**src/rtl/adc_tx_pkg.sv**
```systemverilog
// Shared types and frame layout for the ADC sample UART streamer.
// ADC_TX_SEQNUM_EN selects 3-byte frames carrying a 7-bit sequence number.
package adc_tx_pkg;

   typedef logic [2:0] tx_state_t;

   localparam tx_state_t ST_IDLE  = 3'd0;
   localparam tx_state_t ST_LOAD  = 3'd1;
   localparam tx_state_t ST_START = 3'd2;
   localparam tx_state_t ST_DATA  = 3'd3;
   localparam tx_state_t ST_STOP  = 3'd4;

   localparam logic SYNC_MARK = 1'b1;

`ifdef ADC_TX_SEQNUM_EN
   localparam int FRAME_BYTES = 3;
`else
   localparam int FRAME_BYTES = 2;
`endif
   localparam int FRAME_W = 8 * FRAME_BYTES;

   function automatic int clks_per_bit(input int clk_hz, input int baud);
      return clk_hz / baud;
   endfunction

   // Returns {byte1, byte0}; only byte0 carries the sync marker in its MSB.
   function automatic logic [15:0] frame_pair(input logic [9:0] s);
      return {1'b0, 3'b000, s[3:0], SYNC_MARK, 1'b0, s[9:4]};
   endfunction

endpackage

```
**src/rtl/adc_sample_uart_tx_if.sv**
```systemverilog
// Sample input bundle from the TDC ADC core into the UART streamer.
interface adc_sample_uart_tx_if #(parameter int W = 10);
   // sample_valid is a one-cycle qualifier with no ready: the producer never
   // stalls, so a sample offered to a full FIFO is dropped and counted.
   logic [W-1:0] sample;
   logic         sample_valid;
   logic         overflow_clr;

   modport master (output sample, sample_valid, overflow_clr);
   modport slave  (input  sample, sample_valid, overflow_clr);
endinterface

```
**src/rtl/adc_sample_fifo.sv**
```systemverilog
// Synchronous sample FIFO with occupancy count; read data is valid while non-empty.
module adc_sample_fifo #(
   parameter  int W     = 10,
   parameter  int DEPTH = 16,
   localparam int AW    = $clog2(DEPTH)
) (
   input  logic          clock,
   input  logic          reset,
   input  logic          push,
   input  logic          pop,
   input  logic [W-1:0]  din,
   output logic [W-1:0]  dout,
   output logic          full,
   output logic          empty,
   output logic [AW:0]   level
);

   logic [W-1:0]  mem [DEPTH];
   logic [AW-1:0] wr_ptr;
   logic [AW-1:0] rd_ptr;

   always_ff @(posedge clock) begin
      if (push) mem[wr_ptr] <= din;
   end

   always_ff @(posedge clock) begin
      if (reset) begin
         wr_ptr <= '0;
         rd_ptr <= '0;
         level  <= '0;
      end else begin
         if (push) wr_ptr <= wr_ptr + 1'b1;
         if (pop)  rd_ptr <= rd_ptr + 1'b1;
         case ({push, pop})
            2'b10:   level <= level + 1'b1;
            2'b01:   level <= level - 1'b1;
            default: ;
         endcase
      end
   end

   assign dout  = mem[rd_ptr];
   assign full  = (level == (AW+1)'(DEPTH));
   assign empty = (level == '0);

endmodule

```
**src/rtl/adc_sample_uart_tx.sv**
```systemverilog
// Buffers ADC samples and streams them as sync-marked 8N1 UART frames.
// ADC_TX_SEQNUM_EN appends a 7-bit frame sequence byte.
import adc_tx_pkg::*;

module adc_sample_uart_tx #(
   parameter  int FINE_BITS  = 9,
   parameter  int CLK_HZ     = 48000000,
   parameter  int BAUD       = 3000000,
   parameter  int FIFO_DEPTH = 16,
   localparam int LW         = $clog2(FIFO_DEPTH) + 1
) (
   input  logic                 clock,
   input  logic                 reset,
   adc_sample_uart_tx_if.slave  in_if,
   output logic                 tx,
   output logic                 busy,
   output logic                 overflow,
   output logic [7:0]           drop_count,
   output logic [LW-1:0]        fifo_level,
   output tx_state_t            fsm_state
);

   localparam int SW  = FINE_BITS + 1;
   localparam int CPB = clks_per_bit(CLK_HZ, BAUD);
   localparam int CW  = $clog2(CPB);
   localparam logic [1:0] LAST_BYTE = 2'(FRAME_BYTES - 1);

   tx_state_t           state;
   logic [SW-1:0]       fifo_dout;
   logic                fifo_full;
   logic                fifo_empty;
   logic                push;
   logic                pop;
   logic                drop;
   logic [CW-1:0]       baud_cnt;
   logic                baud_done;
   logic [2:0]          bit_idx;
   logic [1:0]          byte_idx;
   logic [FRAME_W-1:0]  frame;
   logic [FRAME_W-1:0]  next_frame;
   logic [7:0]          cur_byte;

   // A pop in the same cycle frees a slot, so a full FIFO still accepts.
   assign pop  = (state == ST_LOAD);
   assign push = in_if.sample_valid && (!fifo_full || pop);
   assign drop = in_if.sample_valid && fifo_full && !pop;

   adc_sample_fifo #(.W(SW), .DEPTH(FIFO_DEPTH)) u_fifo (
      .clock (clock),
      .reset (reset),
      .push  (push),
      .pop   (pop),
      .din   (in_if.sample[FINE_BITS:0]),
      .dout  (fifo_dout),
      .full  (fifo_full),
      .empty (fifo_empty),
      .level (fifo_level)
   );

`ifdef ADC_TX_SEQNUM_EN
   logic [6:0] seq;

   always_ff @(posedge clock) begin
      if (reset)             seq <= '0;
      else if (state == ST_LOAD) seq <= seq + 1'b1;
   end

   assign next_frame = {1'b0, seq, frame_pair(fifo_dout[9:0])};
`else
   assign next_frame = frame_pair(fifo_dout[9:0]);
`endif

   // A clear coinciding with a drop leaves exactly that one drop recorded.
   always_ff @(posedge clock) begin
      if (reset) begin
         overflow   <= 1'b0;
         drop_count <= '0;
      end else if (in_if.overflow_clr) begin
         overflow   <= drop;
         drop_count <= {7'd0, drop};
      end else if (drop) begin
         overflow <= 1'b1;
         if (drop_count != 8'hFF) drop_count <= drop_count + 1'b1;
      end
   end

   assign baud_done = (baud_cnt == '0);
   assign cur_byte  = frame[8*byte_idx +: 8];

   // tx is registered from the current state, so the line lags the FSM by one cycle.
   always_ff @(posedge clock) begin
      if (reset) begin
         state    <= ST_IDLE;
         tx       <= 1'b1;
         busy     <= 1'b0;
         baud_cnt <= '0;
         bit_idx  <= '0;
         byte_idx <= '0;
         frame    <= '0;
      end else begin
         case (state)
            ST_IDLE: begin
               tx   <= 1'b1;
               busy <= 1'b0;
               if (!fifo_empty) state <= ST_LOAD;
            end
            ST_LOAD: begin
               tx       <= 1'b1;
               busy     <= 1'b1;
               frame    <= next_frame;
               byte_idx <= '0;
               bit_idx  <= '0;
               baud_cnt <= CW'(CPB - 1);
               state    <= ST_START;
            end
            ST_START: begin
               tx <= 1'b0;
               if (baud_done) begin
                  baud_cnt <= CW'(CPB - 1);
                  bit_idx  <= '0;
                  state    <= ST_DATA;
               end else begin
                  baud_cnt <= baud_cnt - 1'b1;
               end
            end
            ST_DATA: begin
               tx <= cur_byte[bit_idx];
               if (baud_done) begin
                  baud_cnt <= CW'(CPB - 1);
                  if (bit_idx == 3'd7) state <= ST_STOP;
                  else                 bit_idx <= bit_idx + 1'b1;
               end else begin
                  baud_cnt <= baud_cnt - 1'b1;
               end
            end
            ST_STOP: begin
               tx <= 1'b1;
               if (baud_done) begin
                  baud_cnt <= CW'(CPB - 1);
                  if (byte_idx == LAST_BYTE) begin
                     state <= ST_IDLE;
                  end else begin
                     byte_idx <= byte_idx + 1'b1;
                     state    <= ST_START;
                  end
               end else begin
                  baud_cnt <= baud_cnt - 1'b1;
               end
            end
            default: begin
               tx    <= 1'b1;
               state <= ST_IDLE;
            end
         endcase
      end
   end

   assign fsm_state = state;

endmodule

```
**src/flat_wrapper.sv**
```systemverilog
// flat-port wrapper written by rule: the top's interface ports become plain ports
module adc_sample_uart_tx_flat 
#(
   parameter  int FINE_BITS  = 9,
   parameter  int CLK_HZ     = 48000000,
   parameter  int BAUD       = 3000000,
   parameter  int FIFO_DEPTH = 16,
   localparam int LW         = $clog2(FIFO_DEPTH) + 1
)
  (clock, reset, tx, busy, overflow, drop_count, fifo_level, fsm_state, in_if_sample, in_if_sample_valid, in_if_overflow_clr);
  adc_sample_uart_tx_if #(.W(10)) in_if_i ();
  input  logic clock;
  input  logic reset;
  output logic tx;
  output logic busy;
  output logic overflow;
  output logic [7:0] drop_count;
  output logic [LW-1:0] fifo_level;
  output tx_state_t fsm_state;
  input wire logic [$bits(in_if_i.sample)-1:0] in_if_sample;
  input wire logic [$bits(in_if_i.sample_valid)-1:0] in_if_sample_valid;
  input wire logic [$bits(in_if_i.overflow_clr)-1:0] in_if_overflow_clr;
  assign in_if_i.sample = in_if_sample;
  assign in_if_i.sample_valid = in_if_sample_valid;
  assign in_if_i.overflow_clr = in_if_overflow_clr;
  adc_sample_uart_tx #(.FINE_BITS(FINE_BITS), .CLK_HZ(CLK_HZ), .BAUD(BAUD), .FIFO_DEPTH(FIFO_DEPTH)) u_core (.clock(clock), .reset(reset), .in_if(in_if_i), .tx(tx), .busy(busy), .overflow(overflow), .drop_count(drop_count), .fifo_level(fifo_level), .fsm_state(fsm_state));
endmodule
```
**config.mk**
```make
export PLATFORM = sky130hd
export DESIGN_NAME = adc_sample_uart_tx_flat
export DESIGN_NICKNAME = d
export VERILOG_FILES = /design/src/rtl/adc_tx_pkg.sv /design/src/rtl/adc_sample_uart_tx_if.sv /design/src/rtl/adc_sample_fifo.sv /design/src/rtl/adc_sample_uart_tx.sv /design/src/flat_wrapper.sv
export SDC_FILE = /design/constraint.sdc
export NUM_CORES = 1
export LEC_CHECK = 0
export ABC_AREA = 1
export CAP_MARGIN = 10
export CORE_UTILIZATION = 51
export DETAILED_ROUTE_END_ITERATION = 10
export DONT_BUFFER_PORTS = 1
export PLACE_DENSITY = 0.77
export REMOVE_ABC_BUFFERS = 1
export SETUP_SLACK_MARGIN = 0.02
export SLEW_MARGIN = 10
export SYNTH_ARGS = -nofsm -noshare
export SYNTH_HDL_FRONTEND = slang
export SYNTH_SLANG_ARGS = --single-unit
```
**constraint.sdc**
```tcl
create_clock -name clock -period 3 [get_ports clock]
set_input_delay 0.9 -clock clock [delete_from_list [all_inputs] [get_ports clock]]
set_output_delay 0.9 -clock clock [all_outputs]
set_load 0.05 [all_outputs]
```
Word-level counts from Yosys, hierarchy flattened

Memory sizes are Yosys's and may differ from the RTL's. A register that Yosys moved wholly into a read port is not among the register bits.
Cells that the tools add are included.

Reduce and logical (&&, ||, !) cells: 23
Muxes and demuxes: 28
Equal/unequal tests: 17
$add $sub $neg: 8
Order comparisons: 1
Shifts and indexed selects: 1

Operator list:

| operator                                                             | count |
|---|---|
| 3-bit 2-to-1 mux                                                     | 8 |
| 16-bit by 6-bit indexed part select with 8-bit output                | 1 |
| 3-bit case mux with 5 select lines                                   | 1 |
| 2-bit nonzero test                                                   | 6 |
| 5-bit case mux with 2 select lines                                   | 1 |
| 3-bit case mux with 3 select lines                                   | 1 |
| 4-bit by 1-bit adder with 4-bit output, second input constant        | 2 |
| 8-bit by 1-bit adder with 8-bit output, second input constant        | 1 |
| 1-bit 2-to-1 mux                                                     | 8 |
| 2-bit by 1-bit != test with 1-bit output, second input constant      | 4 |
| 8-bit != test, second input constant                                 | 1 |
| 4-bit case mux with 2 select lines                                   | 1 |
| 3-bit by 2-bit == test with 1-bit output, second input constant      | 2 |
| 3-bit == test, second input constant                                 | 2 |
| 2-bit 2-to-1 mux                                                     | 3 |
| 2-bit != test, second input constant                                 | 3 |
| 5-bit by 1-bit adder with 5-bit output, second input constant        | 1 |
| 5-bit == test, second input constant                                 | 1 |
| 5-bit logical NOT                                                    | 1 |
| 5-bit AND reduction                                                  | 1 |
| 5-bit by 1-bit subtractor with 5-bit output, second input constant   | 1 |
| 2-bit by 1-bit == test with 1-bit output, second input constant      | 2 |
| 4-bit logical NOT                                                    | 1 |
| 3-bit by 4-bit < comparator with 1-bit output, second input constant | 1 |
| other kinds (19)                                                     | 24 |

Logic and storage cells: 92
RAM bits: 160
Output and inout port bits: 19
Bits in registers: 47
Memories: 1

Memories:

| memory            | depth | bits a word | rd ports | clocked after memory_dff | wr ports | line                  | RTL |
|---|---|---|---|---|---|---|---|
| u_core.u_fifo.mem | 16    | 10          | 1        | 1                        | 1        | adc_sample_fifo.sv:18 | `logic [W-1:0] mem [DEPTH];` |

Longest topological paths before layout

Gate-level depths: netlist (run 1).

Depth after elaboration: 6
Mapped depth: 15
Mapped depth without buffers: 15

By module

From an unflattened synthesis (run 1), not the netlist that was laid out.

Cells, all modules: 899
Area total of the unflattened synthesis: 9275.1 um2

By module, submodules not included:

| module             | area an instance (um2) | times used | cells an instance |
|---|---|---|---|
| adc_sample_fifo    | 7472.2                 | 1          | 637 |
| adc_sample_uart_tx | 1803.0                 | 1          | 262 |

Least setup slack after synthesis (run 1)

No wires, ideal clock.

Kind: reg2reg
Start point: reg u_core.state[0] (netlist: u_core.fsm_state[0])
End point: mem u_core.u_fifo.mem[0][0] (enable)
Library setup time: 376 ps
Required time: 2624 ps
Setup slack: 736 ps
Data arrival time: 1888 ps
Stages on the path, launching flop included: 9
Path buffers: 0
Path through: dfxtp_1 -> inv_2 -> nor2_8 -> nand2_8 -> nand2_4 -> nand2_4 -> inv_4 -> nand2_1 -> nor2_1

Longest elaborated chain between the ends: 5

RTL lines:

| element                                  | line                      | RTL |
|---|---|---|
| start, declared                          | adc_sample_uart_tx.sv:28  | `tx_state_t state;` |
| start signal, assigned                   | adc_sample_uart_tx.sv:93  | `state <= ST_IDLE;` |
| start signal, assigned                   | adc_sample_uart_tx.sv:105 | `if (!fifo_empty) state <= ST_LOAD;` |
| start signal, assigned                   | adc_sample_uart_tx.sv:114 | `state <= ST_START;` |
| 3-bit by 1-bit == test with 1-bit output | adc_sample_uart_tx.sv:44  | `assign pop = (state == ST_LOAD);` |
| 1-bit logical OR                         | adc_sample_uart_tx.sv:45  | `assign push = in_if.sample_valid && (!fifo_full \|\| pop);` |
| 1-bit logical AND                        | adc_sample_uart_tx.sv:45  |  |
| 1-bit 2-to-1 mux                         | adc_sample_fifo.sv:23     | `if (push) mem[wr_ptr] <= din;` |
| 1-bit 2-to-1 mux (not written as such)   | adc_sample_fifo.sv:23     |  |
| end, declared                            | adc_sample_fifo.sv:18     |  |

No other way between the ends.

Worst setup path after layout (run 1)

Start point: reg u_core.state[0] (netlist: u_core.fsm_state[0])
End point: mem u_core.u_fifo.mem[4][8] (enable)

The elaborated chain is that of the path after synthesis.

==> metrics, run 1 <==
final period utilization 76.7%; I/O pin count 33; CTS Hold Buffers Added 0; final RePlAce weighted congestion between 0.9 and 1; CP endpoint u_core.u_fifo.mem[4][8]$_DFFE_PP_; Post-synth ARST share 0%; Cell variety after synth 40; reg-to-reg endpoint u_core.u_fifo.mem[4][8]$_DFFE_PP_; Yosys Warn Count 0; Post-CTS Setup Repair Bufs 0; CTS tree built; largest net degree at the start of global routing 83; ANT nets after route 0; Fin Setup TNS 0 ps; most common cell in the synthesized netlist edfxtp_1; antenna violations before repair 0; Worst Max-Slew Pin Slew 894 ps; Final nets between 800 and 900; P_leak 0.00349 uW; syn avg cell area 10.7 sq um; synthesized area 0.00893 sq mm; Die Area 0.0180 sq mm; post-synthesis mux area share 0%; worst hold-check path type reg2reg; placed insts between 1000 and 1500; routed wl met3 roughly 1200 um; RSZ-0062 raised after global routing no; Worst Setup SP u_core.fsm_state[0]$_SDFFE_PP0P_; number of synthesized flops with an enable pin 160; met2 routed WL 9730 um; total vias in the final route 6079; first-pass GRT wire length 29800 um; register area share after synthesis 64.3%; Final Hold Fails 0; R2R depth 8; largest family of logic cells by synthesized area simple AND/OR/NAND/NOR gates; H-tree Lvls 1; Worst-Skew Late Latency 500 ps; post-synth top area cell edfxtp_1; Synth Area in XOR/XNOR 0.686%; Clock Sinks 207; Max-Cap Viols 0; gr ovfl total 0; Gate Count Post-Synth 836; FP Rows 48; die width around 130 um; fin cells 1077; post-route worst setup slack about 700 ps; Critical Path Fanout Max 15; overall die height 134 um; fin crit period 2300 ps; Top FF cell, synth edfxtp_1; R2R Setup Slk between 600 and 700 ps; Synth top cells by count 160 x edfxtp_1, 152 x nor2_1, 98 x o21ai_0, 65 x nand2_1, 63 x inv_1; layout cells sized above 1 9.51%; drt initial violations 579; Max Clk Rate 0.434 GHz; Top Metal Used met4; Worst VDD drop 0.571 mV; hpwl dp 12000 um; core footprint 0.0172 sq mm; post-synthesis adder-cell area fraction 1.54%; clock slew seen by the registers of the worst setup and hold paths 60 ps; Post-route DRC 0; FF-to-FF Start u_core.fsm_state[0]$_SDFFE_PP0P_; CP Data Arrival Time 2410 ps; Final Max Slew Viols 0; drt pass-1 iters 5; # setup viols final 0; Compound-Gate Fraction of Synth Area 12.6%; Slew headroom approximately 40%; vias in the first global route 5810; worst-case clock buffer depth 3; Synth Register Bits 207; status finished, final reports clean; Synth top area share between 50% and 60%; n_diodes 0; PostCTS Resize Cnt 0; CTS Buf Count 21; CTS root buffer clkbuf_16; setup slack at placement 697 ps; overall routed net length 19300 um; Layout area overhead 11.0%; pwr/cell area around 830 mW/mm^2; post-detailed-route wirelength per cell 17.9 um; Setup Skew 11.1 ps; initial core utilization a little over half; dominant cells by area after synthesis edfxtp_1 54%, dfxtp_1 11%, nor2_1 6.4%; Pwr Total 8250 uW; GRT Util Overall 21.6%; Setup crit end kind flop; routed vias/inst about 5.6; Post-Route M1 WL 7900 um; # port buffers 0; startpoint types flop; post-synthesis simple-gate area fraction 15.9%; critical path type reg2reg; WP data required 3110 ps
==> cells in the final DEF, fill, tap and decap left out, types with 6 or more instances in the layout <==
cell type / count
inv_1: 63
nand4_1: 6
nand2_4: 6
dfxtp_1: 45
clkinv_1: 6
edfxtp_1: 160
nand2_1: 65
o211ai_1: 42
o21ai_1: 7
ha_1: 11
nand3_1: 54
buf_4: 16
o21ai_0: 98
clkbuf_16: 21
nor2_1: 152
a21oi_1: 35
==> flip-flops by register name, indices dropped and copies added, names as in the netlist <==
register	flops
u_core.overflow	1
u_core.frame	11
u_core.u_fifo.mem	160
u_core.busy	1
u_core.u_fifo.rd_ptr	4
u_core.byte_idx	2
u_core.drop_count	8
u_core.tx	1
u_core.baud_cnt	4
u_core.u_fifo.wr_ptr	4
u_core.bit_idx	3
u_core.fsm_state	3
u_core.u_fifo.level	5
==> through the flow <==
stage / hold WS [ps] / instance area, sq um / utilization [%]
3_3_place_gp: 438 / 9210 / 53.6
5_1_grt: 463 / 9910 / 57.7
4_1_cts: 450 / 9910 / 57.7
3_5_place_dp: 445 / 9210 / 53.6
6_report: 449 / 9910 / 57.7
2_1_floorplan: 425 / 8760 / -
==> logic make-up after synthesis <==
group | after synthesis
xor gates and xnor gates | 7
DFF | 207
adders and majority gates | 11
and+or+nand+nor | 307
AOI/OAI and AO/OA | 195
buffers and inverters | 109
==> how the worst min path moves through the flow <==
stage                                                 to  slack [ps]                    startpoint  depth (start not counted)
finish                      u_core.frame[7]$_SDFFE_PP0N_         450  u_core.frame[7]$_SDFFE_PP0N_                          2
CTS                 u_core.u_fifo.rd_ptr[1]$_SDFFE_PP0N_         450                         reset                          1
global route        u_core.u_fifo.rd_ptr[1]$_SDFFE_PP0N_         460                         reset                          1
detailed placement          u_core.frame[7]$_SDFFE_PP0N_         440  u_core.frame[7]$_SDFFE_PP0N_                          2
floorplan                   u_core.frame[7]$_SDFFE_PP0N_         420  u_core.frame[7]$_SDFFE_PP0N_                          2
global placement            u_core.frame[7]$_SDFFE_PP0N_         440  u_core.frame[7]$_SDFFE_PP0N_                          2
==> routing by layer <==
metal	GRT usage, %	vias up
li1	-	2926
met1	26.9	2935
met2	37.6	178
met3	3.89	40
met4	7.55	0
met5	0	-
==> worst max-delay path, stage by stage (launching register included) <==
cell and delay [ps]:
dfxtp_1 350, inv_2 90, nor2_8 190, nand2_8 140, nand2_4 100, nand2_4 70
inv_4 90, nand2_1 160, nor2_1 720
==> final cells by class <==
cell class / instances / area, sq um
fill: 1402 / 7260
clock inverter: 15 / 175
sequential: 207 / 5750
multi-input combinational: 520 / 2750
timing repair buffer: 18 / 160
inverter: 69 / 268
clock buffer: 23 / 533
tap: 225 / 282
==> where the power goes <==
group	switching, uW	internal [uW]	leakage (uW)
logic	1460	659	0.00132
clock network	1050	1630	0.000344
registers	148	3310	0.00183
Note: power is estimated with default switching activity, not from simulation.
==> run 2, diff against run 1 <==
- clock period: 3 -> 2.4 ns (I/O delays scaled with it)
==> run 2 against run 1 <==
  * Worst hold slack got worse by 160 ps
  * Global-route usage rose by 1.2 points
  * Cell count rose by 2.4%
  * Die area did not move
  * Sequential cell count did not move
  * Total power rose by 29%
  * Clock power rose by 36%
  * Sequential power rose by 24%
  * Critical path type is now reg2out
  * Largest cell class unchanged
  * Largest power group unchanged
==> metrics, run 2 (same netlist as run 1, synthesis figures left out) <==
first-pass GRT wire length 31700 um (+6.1%); clock slew seen by the registers of the worst setup and hold paths 60 ps (about the same); placed insts 1063 (+2.3%); PostCTS Resize Cnt 0 (unchanged); worst-case clock buffer depth 3 (unchanged); startpoint types flop; I/O pin count 33 (unchanged); WP data required 1680 ps (-1430 ps); Post-CTS Setup Repair Bufs 0 (unchanged); # port buffers 0 (unchanged); R2R depth 8 (unchanged); Final Max Slew Viols 0 (unchanged); CTS tree built; die width 134 um (unchanged); layout cells sized above 1 12.6% (+3.1 points); vias in the first global route 6120 (+5.3%); delay of the slowest critical-path stage 500 ps (-220 ps); most frequent cells in the layout 160 x edfxtp_1, 152 x nor2_1, 98 x o21ai_0, 65 x nand2_1, 63 x inv_1; crit-path leading delay family flip-flops; P_leak 0.00367 uW (+5.1%); Worst-Skew Late Latency 510 ps (about the same); antenna violations before repair 0 (unchanged); Die Area 0.0180 sq mm (unchanged); drt initial violations 679 (+17%); slowest CP cell dfxtp_1; Max Clk Rate slightly above 0.5 GHz; largest net degree at the start of global routing 84 (+1.2%); fin cells 1103 (+2.4%); Layout area overhead 14.1%; Final nets 887 (+2.9%); GRT Util Overall 22.7% (+1.2 points); H-tree Lvls 1 (unchanged); final RePlAce weighted congestion 0.852 (-6.2%); FP Rows 48 (unchanged); Setup crit end kind output pin; reg-to-reg endpoint u_core.u_fifo.mem[14][5]$_DFFE_PP_; overall die height 134 um (unchanged); overall routed net length 19900 um (+3.2%); worst hold-check path type in2reg; Post-route DRC 0 (unchanged); ANT nets after route 0 (unchanged); Max-Cap Viols 0 (unchanged); Critical Path Fanout Max 5 (-10); # setup viols final 0 (unchanged); Final Util 59.4% (+1.6 points); filler cell count 1375 (-1.9%); post-detailed-route wirelength per cell 18.0 um (+0.73%); CTS Buf Count 22 (+4.8%); Buf/Inv on CP 1 (-1); Hold WS 284 ps (-165 ps); Slew headroom 56.3% (+16 points); R2R Setup Slk 460 ps (-240 ps); drt pass-1 iters 5 (unchanged); pwr/cell area 1050 mW/mm^2 (+26%); hpwl dp 12100 um (+0.49%); Hold Path Sink u_core.baud_cnt[2]$_SDFFE_PP0P_; core footprint 0.0172 sq mm (unchanged); CTS root buffer clkbuf_16; fin crit period 1980 ps; routed vias/inst 5.75 (+1.9%); hold path depth 1 (-1); status finished, final reports clean; Regs by FF count u_core.u_fifo.mem: 160 flops, u_core.frame: 11 flops, u_core.drop_count: 8 flops; Final Hold Fails 0 (unchanged); Setup Skew 22.1 ps (+11.0 ps); CP Data Arrival Time 1260 ps (-1150 ps); Worst Max-Slew Pin Slew 655 ps (-239 ps); Largest Register u_core.u_fifo.mem; final period utilization 82.6%; commonest non-fill, non-tap cell in the layout edfxtp_1; max FFs per register 160 (unchanged); RSZ-0062 raised after global routing no; Fin Setup TNS 0 ps (unchanged); FF-to-FF Start u_core.fsm_state[2]$_SDFFE_PP0P_; initial core utilization 52.0% (unchanged); critical path type reg2out; total vias in the final route 6341 (+4.3%); CTS Hold Buffers Added 0 (unchanged); worst-path cell chain buf_4; gr ovfl total 0 (unchanged); n_diodes 0 (unchanged); min-delay src reset; Worst VDD drop 0.503 mV (-12%); Clock Sinks 207 (unchanged)
## run 2: cell types whose count changed in the layout (fill, tap and decap cells not counted), sizes merged
cell    change
buf        +24
clkbuf      +4
clkinv      -1
inv         -1
## run 2: worst max-delay path by stage
stage	slack [ps]	to	cells past startpoint	startpoint
floorplan	-330	u_core.frame[0]$_SDFFE_PP0N_	9	u_core.u_fifo.rd_ptr[0]$_SDFFE_PP0N_
global placement	450	u_core.u_fifo.level[4]$_SDFFE_PP0P_	13	in_if_sample_valid
detailed placement	390	u_core.u_fifo.level[4]$_SDFFE_PP0P_	13	in_if_sample_valid
CTS	400	fsm_state[2]	1	u_core.fsm_state[2]$_SDFFE_PP0P_
global route	360	u_core.u_fifo.mem[14][5]$_DFFE_PP_	8	u_core.fsm_state[2]$_SDFFE_PP0P_
finish	420	fsm_state[2]	1	u_core.fsm_state[2]$_SDFFE_PP0P_
## run 2: area by class of cell
cell class	count	area, sq um	area share, %
clock buffers	27	616	6.04
clock inverters	13	180	1.77
inverters	69	268	2.63
multi-input cells	520	2750	27.0
flip-flops and latches	207	5750	56.4
well taps	225	282	2.76
repair buffers	42	353	3.46
## run 2: metrics by stage
stage,area (sq um),setup slack (ps),total power (uW)
after floorplan,8760,-332,6300
after global placement,9400,448,7010
after detailed placement,9400,386,7080
after CTS,10200,405,10700
after global routing,10200,360,11200
final,10200,417,10700
## run 2: metal layers
metal,vias to the layer above,part of all wire [%],routed length (um),GRT usage (%)
li1,2983,-,-,-
met3,39,7.6,1510,3.40
met4,0,2.6,513,9.55
met2,250,49,9770,37.1
met5,-,0,0,0
met1,3069,41,8080,30.4
## run 2: power by group
part | internal (uW) | leakage [uW] | switching (uW)
combinational | 860 | 0.00145 | 1870
clock | 2270 | 0.000389 | 1380
sequential | 4130 | 0.00183 | 169
total | 7260 | 0.00367 | 3420
